[config.mk]
export PLATFORM = sky130hd
export DESIGN_NAME = fetch_queue_flat
export DESIGN_NICKNAME = d
export VERILOG_FILES = /design/src/rtl/fetch_queue_if.sv /design/src/rtl/fetch_queue.sv /design/src/flat_wrapper.sv
export SDC_FILE = /design/constraint.sdc
export NUM_CORES = 1
export LEC_CHECK = 0
export CAP_MARGIN = 20
export CORE_ASPECT_RATIO = 0.6
export CORE_UTILIZATION = 40
export CTS_CLUSTER_DIAMETER = 120
export DETAILED_ROUTE_END_ITERATION = 12
export PLACE_DENSITY_LB_ADDON = 0.15
export SLEW_MARGIN = 20
export SYNTH_ARGS = -nofsm -noshare
export SYNTH_HDL_FRONTEND = slang
export SYNTH_SLANG_ARGS = --single-unit
export TNS_END_PERCENT = 100
[constraint.sdc]
create_clock -name clk -period 6.9 [get_ports clk]
set_input_delay 1.38 -clock clk [delete_from_list [all_inputs] [get_ports clk]]
set_output_delay 1.38 -clock clk [all_outputs]
set_load 0.05 [all_outputs]
[src/rtl/fetch_queue_if.sv]
// Fetch-to-decode instruction queue interface.
// The slave modport is the queue. The master modport is the fetch/decode side driving it.
//
// Handshake semantics:
// - Fetch side: an instruction transfers on a rising clk edge when in_valid && in_ready.
//   in_ready depends only on occupancy, never on in_valid or stallD.
// - Decode side: the head entry is consumed on a rising clk edge when validD && !stallD.
//   While stallD holds, the head outputs stay stable.
interface fetch_queue_if #(
    parameter int DEPTH = 4
);
    localparam int CW = $clog2(DEPTH) + 1;

    // Fetch side
    logic          in_valid;
    logic          in_ready;
    logic [31:0]   in_pc;
    logic [31:0]   in_instr;
    logic          in_adel;

    // Decode side
    logic          stallD;
    logic          validD;
    logic [31:0]   instrD;
    logic [31:0]   pcD;
    logic          adelD;
    logic [CW-1:0] count;

    modport slave (
        input  in_valid,
        input  in_pc,
        input  in_instr,
        input  in_adel,
        input  stallD,
        output in_ready,
        output validD,
        output instrD,
        output pcD,
        output adelD,
        output count
    );

    modport master (
        output in_valid,
        output in_pc,
        output in_instr,
        output in_adel,
        output stallD,
        input  in_ready,
        input  validD,
        input  instrD,
        input  pcD,
        input  adelD,
        input  count
    );
endinterface

[src/rtl/fetch_queue.sv]
// Circular instruction queue between fetch and decode.
// Entries are {pc, instr, adel}. There is no bypass path, so a pushed entry is visible
// at the head no earlier than the cycle after the push. Flush empties the queue and
// takes priority over any same-cycle push or pop. While empty, the head outputs read
// as a NOP with a zero PC.
module fetch_queue #(
    parameter int DEPTH = 4
) (
    input  logic          clk,
    input  logic          resetn,
    input  logic          flush,
    fetch_queue_if.slave  q
);
    localparam int PW = $clog2(DEPTH);
    localparam int CW = PW + 1;

    typedef struct packed {
        logic [31:0] pc;
        logic [31:0] instr;
        logic        adel;
    } entry_t;

    // Storage carries no reset; it is only ever read while count != 0.
    entry_t        mem [DEPTH];

    logic [PW-1:0] wptr;
    logic [PW-1:0] rptr;
    logic [CW-1:0] cnt;

    logic          full;
    logic          valid;
    logic          push;
    logic          pop;
    entry_t        wr_entry;
    entry_t        head;

    // Pointer advance with an explicit wrap from DEPTH-1 back to 0.
    function automatic logic [PW-1:0] ptr_next(input logic [PW-1:0] p);
        if (p == PW'(DEPTH - 1)) begin
            return '0;
        end
        return p + PW'(1);
    endfunction

    assign full  = (cnt == CW'(DEPTH));
    assign valid = (cnt != '0);

    // Acceptance looks only at occupancy; a pop in the same cycle does not free a slot early.
    assign push = q.in_valid && !full && !flush;
    assign pop  = valid && !q.stallD && !flush;

    assign wr_entry = '{pc: q.in_pc, instr: q.in_instr, adel: q.in_adel};
    assign head     = mem[rptr];

    // Pointer and occupancy update. Flush wins over push and pop.
    always_ff @(posedge clk or negedge resetn) begin
        if (!resetn) begin
            wptr <= '0;
            rptr <= '0;
            cnt  <= '0;
        end else if (flush) begin
            wptr <= '0;
            rptr <= '0;
            cnt  <= '0;
        end else begin
            if (push) begin
                wptr <= ptr_next(wptr);
            end
            if (pop) begin
                rptr <= ptr_next(rptr);
            end
            case ({push, pop})
                2'b10:   cnt <= cnt + CW'(1);
                2'b01:   cnt <= cnt - CW'(1);
                default: cnt <= cnt;
            endcase
        end
    end

    // Entry write at the write pointer on an accepted push.
    always_ff @(posedge clk) begin
        if (push) begin
            mem[wptr] <= wr_entry;
        end
    end

    // Head presentation. Outputs are forced to zero while the queue is empty.
    always_comb begin
        q.in_ready = !full;
        q.validD   = valid;
        q.count    = cnt;
        q.instrD   = 32'h0;
        q.pcD      = 32'h0;
        q.adelD    = 1'b0;
        if (valid) begin
            q.instrD = head.instr;
            q.pcD    = head.pc;
            q.adelD  = head.adel;
        end
    end
endmodule

[src/flat_wrapper.sv]
// flat-port wrapper written by rule: the top's interface ports become plain ports
module fetch_queue_flat 
#(
    parameter int DEPTH = 4
)
  (clk, resetn, flush, q_in_valid, q_in_pc, q_in_instr, q_in_adel, q_stallD, q_in_ready, q_validD, q_instrD, q_pcD, q_adelD, q_count);
  fetch_queue_if #(.DEPTH(DEPTH)) q_i ();
  input  logic clk;
  input  logic resetn;
  input  logic flush;
  input wire logic [$bits(q_i.in_valid)-1:0] q_in_valid;
  input wire logic [$bits(q_i.in_pc)-1:0] q_in_pc;
  input wire logic [$bits(q_i.in_instr)-1:0] q_in_instr;
  input wire logic [$bits(q_i.in_adel)-1:0] q_in_adel;
  input wire logic [$bits(q_i.stallD)-1:0] q_stallD;
  output wire logic [$bits(q_i.in_ready)-1:0] q_in_ready;
  output wire logic [$bits(q_i.validD)-1:0] q_validD;
  output wire logic [$bits(q_i.instrD)-1:0] q_instrD;
  output wire logic [$bits(q_i.pcD)-1:0] q_pcD;
  output wire logic [$bits(q_i.adelD)-1:0] q_adelD;
  output wire logic [$bits(q_i.count)-1:0] q_count;
  assign q_i.in_valid = q_in_valid;
  assign q_i.in_pc = q_in_pc;
  assign q_i.in_instr = q_in_instr;
  assign q_i.in_adel = q_in_adel;
  assign q_i.stallD = q_stallD;
  assign q_in_ready = q_i.in_ready;
  assign q_validD = q_i.validD;
  assign q_instrD = q_i.instrD;
  assign q_pcD = q_i.pcD;
  assign q_adelD = q_i.adelD;
  assign q_count = q_i.count;
  fetch_queue #(.DEPTH(DEPTH)) u_core (.clk(clk), .resetn(resetn), .flush(flush), .q(q_i));
endmodule
# After elaboration in Yosys (flattened, before gate mapping)
# Memories as Yosys holds them, arrays and structs flattened.
# Index checks and enable logic that the tools add are counted.
[classes]
reduce_logical = 11
eq_ne = 5
mux = 21
addsub = 4
[ops]
columns = ["operator", "n"]
rows = [
  ["2-to-1 mux 32 bit", 2],
  ["2-to-1 mux 2 bit", 8],
  ["2-to-1 mux 1 bit", 9],
  ["equality test 2 bit (second input constant)", 3],
  ["case mux 3 bit (2 select lines)", 1],
  ["nonzero test 3 bit", 2],
  ["adder 2 x 1 -> 2 bit (second input constant)", 2],
  ["logical AND 1 bit", 4],
  ["nonzero test 2 bit", 2],
  ["adder 3 x 1 -> 3 bit (second input constant)", 1],
  ["equality test 3 bit (second input constant)", 1],
  ["logical NOT 1 bit", 3],
  ["2-to-1 mux 3 bit", 1],
  ["subtractor 3 x 1 -> 3 bit (second input constant)", 1],
  ["equality test 2 x 1 -> 1 bit (second input constant)", 1],
]
[word_totals]
register_bits = 7
memories = 1
output_inout_bits = 70
word_cells = 45
ram_bits = 260
inputBits = 70
[memory_table]
columns = ["memory", "words", "width", "rd", "rd_ports_with_merged_regs", "write_ports", "line_no", "source"]
rows = [
  ["u_core.mem", 4, 65, 1, 0, 1, "fetch_queue.sv:24", "entry_t mem [DEPTH];"],
]

# Logic depth before layout (Yosys ltp)
# Gate-level depths: netlist (run 1).
[depth]
word_depth = 9
depth_mapped = 11
mapped_depth_nobuf = 9

# Worst setup path before layout (run 1)
# No wires, ideal clock.
[synth_timing]
path_kind = "input to register"
startpoint = "input q_in_valid"
endpoint = "memory u_core.mem[3][0] (netlist name) (enable)"
slack_ns = 3.054
required_ns = 6.470
path_buffers = 1
setup_time_ns = 0.430
arrival_time_ns = 3.416
stages = 3
cell_sequence = "clkbuf_1 -> and3b_1 -> and2_1"
[synth_between]
elab_chain_cells = 4
[synth_rtl]
columns = ["item", "line_no", "source"]
rows = [
  ["start: declaration", "flat_wrapper.sv:11", "input wire logic [$bits(q_i.in_valid)-1:0] q_in_valid;"],
  ["logical AND 1 bit (2 in series)", "fetch_queue.sv:49", "assign push = q.in_valid && !full && !flush;"],
  ["2-to-1 mux 1 bit", "fetch_queue.sv:82", "if (push) begin"],
  ["2-to-1 mux 1 bit (not written as such)", "fetch_queue.sv:83", "mem[wptr] <= wr_entry;"],
  ["end: declaration", "fetch_queue.sv:24", ""],
]
# Every way passes these cells.

# Worst setup path after layout (run 1)
[layout_timing]
startpoint = "register u_core.rptr[0]"
endpoint = "output q_pcD[24]"
[layout_between]
elab_chain_cells = 2
[layout_rtl]
columns = ["item", "line_no", "source"]
rows = [
  ["start: declaration", "fetch_queue.sv:27", "logic [PW-1:0] rptr;"],
  ["start signal: assignment", "fetch_queue.sv:70", "rptr <= ptr_next(rptr);"],
  ["memory read (4 x 65 bit)", "-", ""],
  ["2-to-1 mux 32 bit", "fetch_queue.sv:95", "if (valid) begin"],
  ["end: declaration", "flat_wrapper.sv:19", "output wire logic [$bits(q_i.pcD)-1:0] q_pcD;"],
]
# Every way passes these cells.

==> results of run 1 <==
==> through the flow <==
| stage | cell area [um2] | hold slack, ns |
|---|---|---|
| floorplan | 10400 | 0.543 |
| global placement | 12100 | 0.556 |
| detailed placement | 12100 | 0.583 |
| CTS | 12900 | 0.591 |
| global route | 13000 | 0.638 |
| finish | 13000 | 0.589 |
==> tightest hold or removal path: stages, from the launching register on <==
cell     delay (ns)
dfrtp_1        0.42
nand2_1        0.07
a21oi_1        0.06
==> final cells by class <==
cell class,instances,area (um2)
fillers,2055,12400
flip-flops and latches,267,7990
multi-input cells,186,2260
repair buffers,145,1500
clock buffers,32,694
well taps,352,440
clock inverters,13,111
inverters,4,15.0
diodes,1,2.50
==> state kept, by name (all words and copies together) (netlist names) <==
register        count
u_core.rptr         2
u_core.q.count      3
u_core.wptr         2
u_core.mem        260
==> power by group <==
group / internal [mW] / total (mW) / switching (mW)
Combinational: 0.257 / 0.653 / 0.395
Clock: 0.784 / 1.35 / 0.570
Sequential: 1.83 / 1.86 / 0.0301
==> path summary, 6_finish.rpt <==
check	startpoint	to	slack [ns]	cells past startpoint
max reg2reg	u_core.q.count[0]$_DFFE_PN0P_	u_core.q.count[2]$_DFFE_PN0P_	3.65	11
max	u_core.rptr[0]$_DFFE_PN0P_	q_pcD[24]	2.23	4
min	u_core.wptr[0]$_DFFE_PN0P_	u_core.wptr[0]$_DFFE_PN0P_	0.59	2
max in group asynchronous	resetn	u_core.rptr[1]$_DFFE_PN0P_	5.47	1
min reg2reg	u_core.wptr[0]$_DFFE_PN0P_	u_core.wptr[0]$_DFFE_PN0P_	0.59	2
min in group asynchronous	resetn	u_core.wptr[0]$_DFFE_PN0P_	1.13	1
==> metal layers <==
metal	wire length (um)	GRT usage, %	up-vias	part of all wire [%]
met3	1210	4.47	26	5.8
met4	306	3.11	0	1.5
met1	10000	23.3	2624	48
met2	9480	25.0	114	45
li1	-	-	2235	-
met5	0	0	-	0
==> cells by family after synthesis <==
family | count (synthesis) | synth area share [%]
AND/OR/NAND/NOR | 97 | 5.66
buffers and inverters | 30 | 1.93
multiplexers | 65 | 14.0
adder cells (fa/ha/maj) | 6 | 0.792
XOR/XNOR | 2 | 0.168
flip-flops | 267 | 76.5
AO/OA/AOI/OAI | 16 | 0.876
==> cells in the final DEF (no fill, tap or decap), drive strengths merged, types with 5 or more instances in the layout <==
cell type      count
edfxtp           260
clkdlybuf4s50    139
mux4              65
nor2b             63
clkbuf            32
clkinv            11
a21oi              8
nand2              7
dfrtp              7
buf                6
nor2               5
ha                 5
==> results.sh, run 1 <==
export IMPL_synth_area_per_cell_um2=21.6
export IMPL_drive_above_1_share_pct=17.3
export IMPL_end_kind="output pin"
export IMPL_ys_ff_latch=267
export IMPL_post_cts_buffers=0
export IMPL_wl_per_cell_um=21.0
export IMPL_grt_use_total_pct=16.2
export IMPL_die_x_um=210
export IMPL_ant_nets=0
export IMPL_grt_pass1_vias=5540
export IMPL_finalHoldViolCount=0
export IMPL_period_share_pct=67.6
export IMPL_num_vias=4999
export IMPL_cts_max_path_buffers=3
export IMPL_fp_dieArea_um2=26700
export IMPL_tritoncts="done"
export IMPL_synthTopCellsByArea="edfxtp_1 (75%), mux4_2 (14%), nor2b_1 (3.8%)"
export IMPL_cts_sinks=267
export IMPL_finClkSkew_ns=0.0109
export IMPL_gr_total_overflow=0
export IMPL_fin_tns_setup_ns=0
export IMPL_setup_slack_ns=2.23
export IMPL_cp_required_ns=5.52
export IMPL_grt_antenna_before_repair=2
export IMPL_holdCritPathClass="register to register"
export IMPL_cts_resized=0
export IMPL_clk_pin_slew_worst_paths_ns=0.06
export IMPL_async_reset_ff_share_pct=2.62
export IMPL_synth_edf_count=260
export IMPL_ctsHoldBuffers=0
export IMPL_grt_max_degree=68
export IMPL_yosysTopAreaCellShare_pct=74.9
export IMPL_status="complete, no violations"
export IMPL_dp_cells=952
export IMPL_synthCells=483
export IMPL_pre_cts_slack_ns=2.70
export IMPL_drt_iter0_markers=324
export IMPL_viasPerCell=5.00
export IMPL_seq_area_frac_synth_pct=76.5
export IMPL_syn_num_nets=559
export IMPL_ys_flop_type="edfxtp_1"
export IMPL_synth_area_um2=10400
export IMPL_synth_warning_count=0
export IMPL_die_h_um=127
export IMPL_maxSlewHeadroom_pct=26.4
export IMPL_cts_root_buf="clkbuf_16"
export IMPL_ys_types=32
export IMPL_gp_congestion=0.708
export IMPL_numCtsBuffers=26
export IMPL_path_delay_family="buffers and inverters"
export IMPL_utilization_pct=51.1
export IMPL_setup_viol=0
export IMPL_ios=140
export IMPL_port_buffers=139
export IMPL_fmax_ghz=0.214
export IMPL_clk_latency_ns=0.53
export IMPL_maxCapViolCount=0
export IMPL_drt_total_wl_mm=21.0
export IMPL_setup_worst_path_start_class="register"
export IMPL_grt_pass1_wl_mm=32.4
export IMPL_core_area_um2=25400
export IMPL_powerDensity_nw_per_um2=297
export IMPL_power_mw=3.87
export IMPL_crit_arrival_ns=3.29
export IMPL_rows=45
export IMPL_critPathBufInv=2
export IMPL_synth_most_common_cell="edfxtp_1"
export IMPL_cp_cell_sequence="buf_4 -> mux4_2 -> nor2b_1 -> clkdlybuf4s50_1"
export IMPL_rsz0062_at_grt="false"
export IMPL_synth_top_cell_by_area="edfxtp_1"
export IMPL_htree_levels=1
export IMPL_area_growth_pct=24.7
export IMPL_initial_core_util_pct=41.0
export IMPL_drc=0
export IMPL_critical_path_max_stage_delay_ns=0.73
export IMPL_finish_net_count=706
export IMPL_tightest_slew_ns=1.10
export IMPL_yosys_top_cells_count="edfxtp_1 (260), mux4_2 (65), nor2b_1 (63), clkbuf_1 (11), a21oi_1 (8)"
export IMPL_hpwl_mm=11.7
export IMPL_power_leakage_nw=4.05
export IMPL_irDropWorstVdd_mv=0.204
export IMPL_slew_viol_final=0
export IMPL_period_minus_slack_ns=4.67
export IMPL_worstSetupPathType="register to output pin"
export IMPL_critPathMaxFanout=27
export IMPL_cp_slowest_cell="clkdlybuf4s50_1"
export IMPL_final_cells=1000
export IMPL_firstDrtPassIters=4
(Power assumes the default switching activity.)
==> run 2: changes to the inputs <==
- clock period: 6.9 -> 4.12 ns (I/O delays scaled with it)
==> run 2 against run 1 <==
  * Sequential power is 66% higher
  * First-iteration DRC count is 20% lower
  * Clock skew is 0.0032 ns higher
  * Hold slack worse by 0.0025 ns
  * Cell count is 0.70% higher
  * Setup slack worse by 1.9 ns
  * Non-clock buffer count is 7 higher
  * Critical path type unchanged
  * Largest cell class unchanged
==> results.sh, run 2 (synthesis gave the netlist of run 1 again) <==
export IMPL_status="complete, no violations"
export IMPL_tightest_slew_ns=0.598
export IMPL_ctsHoldBuffers=0
export IMPL_gr_usage_met2_pct=26.2
export IMPL_slew_viol_final=0
export IMPL_grt_antenna_before_repair=1
export IMPL_layout_commonest_cell="edfxtp_1"
export IMPL_die_x_um=210
export IMPL_regMostFlops="u_core.mem"
export IMPL_area_growth_pct=25.7
export IMPL_cts_root_buf="clkbuf_16"
export IMPL_htree_levels=1
export IMPL_worstSetupPathType="register to output pin"
export IMPL_final_cell_mix="edfxtp_1 (260), clkdlybuf4s50_1 (139), mux4_2 (65)"
export IMPL_rows=45
export IMPL_maxSlewHeadroom_pct=60.0
export IMPL_fin_tns_setup_ns=0
export IMPL_r2r_start="u_core.q.count[0]$_DFFE_PN0P_"
export IMPL_largest_reg_flops=260
export IMPL_rsz0062_at_grt="false"
export IMPL_cp_required_ns=3.30
export IMPL_grt_use_total_pct=16.7
export IMPL_period_share_pct=91.0
export IMPL_grt_max_degree=44
export IMPL_power_leakage_nw=4.10
export IMPL_finalHoldViolCount=0
export IMPL_finish_net_count=712
export IMPL_die_h_um=127
export IMPL_num_vias=5152
export IMPL_cts_resized=0
export IMPL_gr_total_overflow=0
export IMPL_ios=140
export IMPL_numCtsBuffers=25
export IMPL_grt_pass1_wl_mm=33.2
export IMPL_grt_busiest_layer="met2"
export IMPL_fp_dieArea_um2=26700
export IMPL_fin_area_um2=13100
export IMPL_gp_congestion=0.718
export IMPL_port_buffers=139
export IMPL_r2r_slack_ns=1.43
export IMPL_viasPerCell=5.12
export IMPL_hpwl_mm=12.8
export IMPL_powerDensity_nw_per_um2=500
export IMPL_reg2reg_to="u_core.q.count[2]$_DFFE_PN0P_"
export IMPL_firstDrtPassIters=4
export IMPL_grt_pass1_vias=5657
export IMPL_drt_total_wl_mm=21.6
export IMPL_clk_latency_ns=0.53
export IMPL_maxCapViolCount=0
export IMPL_setup_viol=0
export IMPL_hold_start="u_core.wptr[1]$_DFFE_PN0P_"
export IMPL_critPathMaxFanout=43
export IMPL_drt_iter0_markers=258
export IMPL_fmax_ghz=0.267
export IMPL_met3_usage_pct=4.15
export IMPL_crit_start="u_core.rptr[1]$_DFFE_PN0P_"
export IMPL_end_kind="output pin"
export IMPL_core_area_um2=25400
export IMPL_post_cts_buffers=0
export IMPL_setup_worst_path_start_class="register"
export IMPL_grt_met1_usage_pct=23.9
export IMPL_r2r_cells=10
export IMPL_hold_path_endpoint="u_core.wptr[1]$_DFFE_PN0P_"
export IMPL_crit_arrival_ns=2.92
export IMPL_irDropWorstVdd_mv=0.265
export IMPL_tritoncts="done"
export IMPL_worstHoldPathCells=2
export IMPL_clk_pin_slew_worst_paths_ns=0.07
export IMPL_cts_max_path_buffers=3
export IMPL_cts_sinks=267
export IMPL_ant_nets=0
export IMPL_drc=0
export IMPL_wl_per_cell_um=21.4
export IMPL_postPlaceCellArea_um2=12300
export IMPL_drive_above_1_share_pct=19.0
export IMPL_period_minus_slack_ns=3.75
export IMPL_initial_core_util_pct=41.0
export IMPL_holdCritPathClass="register to register"
export IMPL_finClkSkew_ns=0.0141
## run 2: cell types whose count changed in the layout (fill, tap and decap cells not counted), sizes merged
cell	before	now
clkinvlp	0	3
inv	4	5
bufinv	2	4
clkbuf	32	26
buf	6	13
## run 2: final cells by class
cell class	instances	area, um2
antenna	1	2.50
clock buffer	26	629
clock inverter	19	204
fill	2078	12300
inverter	4	15.0
multi-input combinational	186	2260
sequential	267	7990
tap	352	440
timing repair buffer	152	1580
## run 2: routing by layer
layer | routed length (um) | share of wire [%]
met1 | 10200 | 47
met2 | 9940 | 46
met3 | 1100 | 5.1
met4 | 346 | 1.6
met5 | 0 | 0
## run 2: stage by stage
| stage | worst slack, ns | cells | utilization, % | power, mW | hold slack, ns |
|---|---|---|---|---|---|
| floorplan | 0.526 | 483 | - | 3.88 | 0.528 |
| global placement | 0.934 | 961 | 48.2 | 4.27 | 0.553 |
| detailed placement | 0.904 | 961 | 48.2 | 4.29 | 0.582 |
| CTS | 0.357 | 1006 | 51.5 | 6.65 | 0.591 |
| global route | 0.289 | 1006 | 51.5 | 6.81 | 0.614 |
| finish | 0.372 | 1007 | 51.5 | 6.56 | 0.586 |
## run 2: worst max path at each step
stage | to | slack, ns | cells after the start
2_1_floorplan | u_core.mem[3][0]$_DFFE_PP_ | 0.53 | 4
3_3_place_gp | q_instrD[17] | 0.93 | 4
3_5_place_dp | u_core.q.count[2]$_DFFE_PN0P_ | 0.90 | 9
4_1_cts | q_instrD[17] | 0.36 | 4
5_1_grt | q_instrD[27] | 0.29 | 4
6_report | q_instrD[17] | 0.37 | 4
## run 2: power by group
| part | switching (mW) | internal (mW) |
|---|---|---|
| Sequential | 0.0324 | 3.06 |
| Clock | 0.982 | 1.36 |
| Combinational | 0.684 | 0.433 |
## run 2: critical path, cell delays in order, from the launching register on
cell and delay (ns):
dfrtp_4 0.69, buf_12 0.34, mux4_2 0.24, nor2b_1 0.23, clkdlybuf4s50_1 0.86
==> run 3: changes to the inputs <==
- TNS_END_PERCENT: 100 -> not set
- clock period: 4.12 -> 3.7 ns (I/O delays scaled with it)
==> run 3 against run 2 <==
  * Largest power group unchanged
  * Final area is 0.59% higher
  * Largest cell class unchanged
  * Cell count is 0.70% higher
  * Sequential cell count stayed put
  * Global-route usage is 0.62 points lower
==> results.sh, run 3 (synthesis gave the netlist of run 1 again) <==
export IMPL_slew_viol_final=0
export IMPL_ant_nets=0
export IMPL_cts_root_buf="clkbuf_16"
export IMPL_worstSetupPathType="register to output pin"
export IMPL_grt_antenna_before_repair=0
export IMPL_layout_commonest_cell="edfxtp_1"
export IMPL_power_mw=7.20
export IMPL_cp_required_ns=2.96
export IMPL_rows=45
export IMPL_rsz0062_at_grt="false"
export IMPL_die_h_um=127
export IMPL_wl_per_cell_um=20.5
export IMPL_htree_levels=1
export IMPL_tightest_slew_ns=0.593
export IMPL_period_minus_slack_ns=3.57
export IMPL_reg2reg_to="u_core.q.count[2]$_DFFE_PN0P_"
export IMPL_drt_iter0_markers=272
export IMPL_largest_reg_flops=260
export IMPL_status="complete, no violations"
export IMPL_power_leakage_nw=4.62
export IMPL_drc=0
export IMPL_numCtsBuffers=26
export IMPL_grt_pass1_vias=5455
export IMPL_end_kind="output pin"
export IMPL_num_vias=5102
export IMPL_tritoncts="done"
export IMPL_viasPerCell=5.03
export IMPL_hpwl_mm=12.8
export IMPL_maxSlewHeadroom_pct=60.6
export IMPL_grt_pass1_wl_mm=32.1
export IMPL_drt_total_wl_mm=20.8
export IMPL_gr_total_overflow=0
export IMPL_n_antenna_cell=0
export IMPL_r2r_slack_ns=1.05
export IMPL_period_share_pct=96.5
export IMPL_cp_slowest_cell="clkdlybuf4s50_1"
export IMPL_critical_path_max_stage_delay_ns=0.73
export IMPL_finalHoldViolCount=0
export IMPL_setup_viol=0
export IMPL_grt_max_degree=42
export IMPL_gp_congestion=0.762
export IMPL_crit_arrival_ns=2.83
export IMPL_finish_net_count=718
export IMPL_initial_core_util_pct=41.0
export IMPL_area_growth_pct=26.5
export IMPL_die_x_um=210
export IMPL_critPathMaxFanout=20
export IMPL_core_area_um2=25400
export IMPL_cp_cell_sequence="buf_12 -> mux4_2 -> nor2b_1 -> clkdlybuf4s50_1"
export IMPL_ff_latch_area_um2=7990
export IMPL_maxCapViolCount=0
export IMPL_setup_worst_path_start_class="register"
export IMPL_powerDensity_nw_per_um2=546
export IMPL_fin_tns_setup_ns=0
export IMPL_grt_use_total_pct=16.1
export IMPL_clk_latency_ns=0.53
export IMPL_r2r_cells=10
export IMPL_clk_pin_slew_worst_paths_ns=0.06
export IMPL_ios=140
export IMPL_r2r_start="u_core.q.count[0]$_DFFE_PN0P_"
export IMPL_nFillCells=2094
export IMPL_fp_dieArea_um2=26700
export IMPL_dp_cells=966
export IMPL_fmax_ghz=0.280
export IMPL_port_buffers=139
export IMPL_holdCritPathClass="primary input to async pin"
export IMPL_regMostFlops="u_core.mem"
export IMPL_irDropWorstVdd_mv=0.318
export IMPL_crit_start="u_core.rptr[0]$_DFFE_PN0P_"
export IMPL_cts_sinks=267
export IMPL_cts_max_path_buffers=3
export IMPL_post_cts_buffers=0
export IMPL_multi_input_area_um2=2260
export IMPL_final_cell_mix="edfxtp_1 (260), clkdlybuf4s50_1 (94), mux4_2 (65)"
export IMPL_final_cells=1014
export IMPL_critPathCapture="q_instrD[27]"
export IMPL_drive_above_1_share_pct=19.0
export IMPL_finClkSkew_ns=0.0155
export IMPL_firstDrtPassIters=6
run 3: changes by cell type in the layout (fill, tap and decap cells not counted), sizes merged:
| cell | change |
|---|---|
| clkdlybuf4s50 | -45 |
| diode | -1 |
| dlygate4sd2 | +16 |
| buf | +5 |
| inv | -1 |
| bufinv | -2 |
| clkbuf | +5 |
| clkinv | +1 |
| dlymetal6s2s | +29 |
run 3: critical path: cells and delay by family, from the launching register on:
kind	cells	cell delay, ns
buf+inv	2	0.98
mux	1	0.51
simple gates	1	0.15
flops	1	0.63
run 3: worst min-delay path by stage:
stage,startpoint,end,slack [ns],depth (start not counted)
detailed placement,u_core.wptr[1]$_DFFE_PN0P_,u_core.wptr[1]$_DFFE_PN0P_,0.58,2
CTS,resetn,u_core.q.count[2]$_DFFE_PN0P_,0.47,1
finish,resetn,u_core.rptr[0]$_DFFE_PN0P_,0.49,1
floorplan,resetn,u_core.q.count[0]$_DFFE_PN0P_,0.44,0
global placement,u_core.wptr[1]$_DFFE_PN0P_,u_core.wptr[1]$_DFFE_PN0P_,0.55,2
global route,resetn,u_core.q.count[1]$_DFFE_PN0P_,0.49,1
run 3: where the power goes:
| group | leakage (nW) | internal, mW | switching (mW) |
|---|---|---|---|
| clock | 0.394 | 1.47 | 1.08 |
| sequential | 2.45 | 3.41 | 0.0434 |
| combinational | 1.77 | 0.463 | 0.742 |
| total | 4.62 | 5.34 | 1.87 |
run 3: per-stage QoR:
stage / setup slack (ns) / hold slack, ns / util (%) / area, um2
finish: 0.130 / 0.488 / 51.8 / 13200
floorplan: 0.106 / 0.444 / - / 10400
global route: 0.000866 / 0.493 / 51.8 / 13200
CTS: 0.000427 / 0.472 / 51.5 / 13100
detailed placement: 0.533 / 0.576 / 48.4 / 12300
global placement: 0.570 / 0.555 / 48.4 / 12300
run 3: metal layers:
metal / up-vias / routed length, um / track usage [%] / share of wire, %
met5: - / 0 / 0 / 0
met4: 0 / 357 / 3.24 / 1.7
met3: 26 / 1130 / 4.01 / 5.4
met2: 142 / 9880 / 25.5 / 48
met1: 2669 / 9420 / 22.8 / 45
li1: 2265 / - / - / -
run 3: what timing repair did:
action / 4_1_cts / 5_1_grt
setup endpoints to repair: 16 / 29
hold buffers: 0 / 0
hold endpoints to repair: 0 / 0
resized for setup: 16 / 29
run 3: layout make-up:
| type | count | share of cell area [%] |
|---|---|---|
| Clock buffer | 31 | 5.24 |
| Clock inverter | 17 | 1.01 |
| Inverter | 4 | 0.114 |
| Multi-Input combinational cell | 186 | 17.1 |
| Sequential cell | 267 | 60.6 |
| Tap cell | 352 | 3.34 |
| Timing Repair Buffer | 157 | 12.6 |
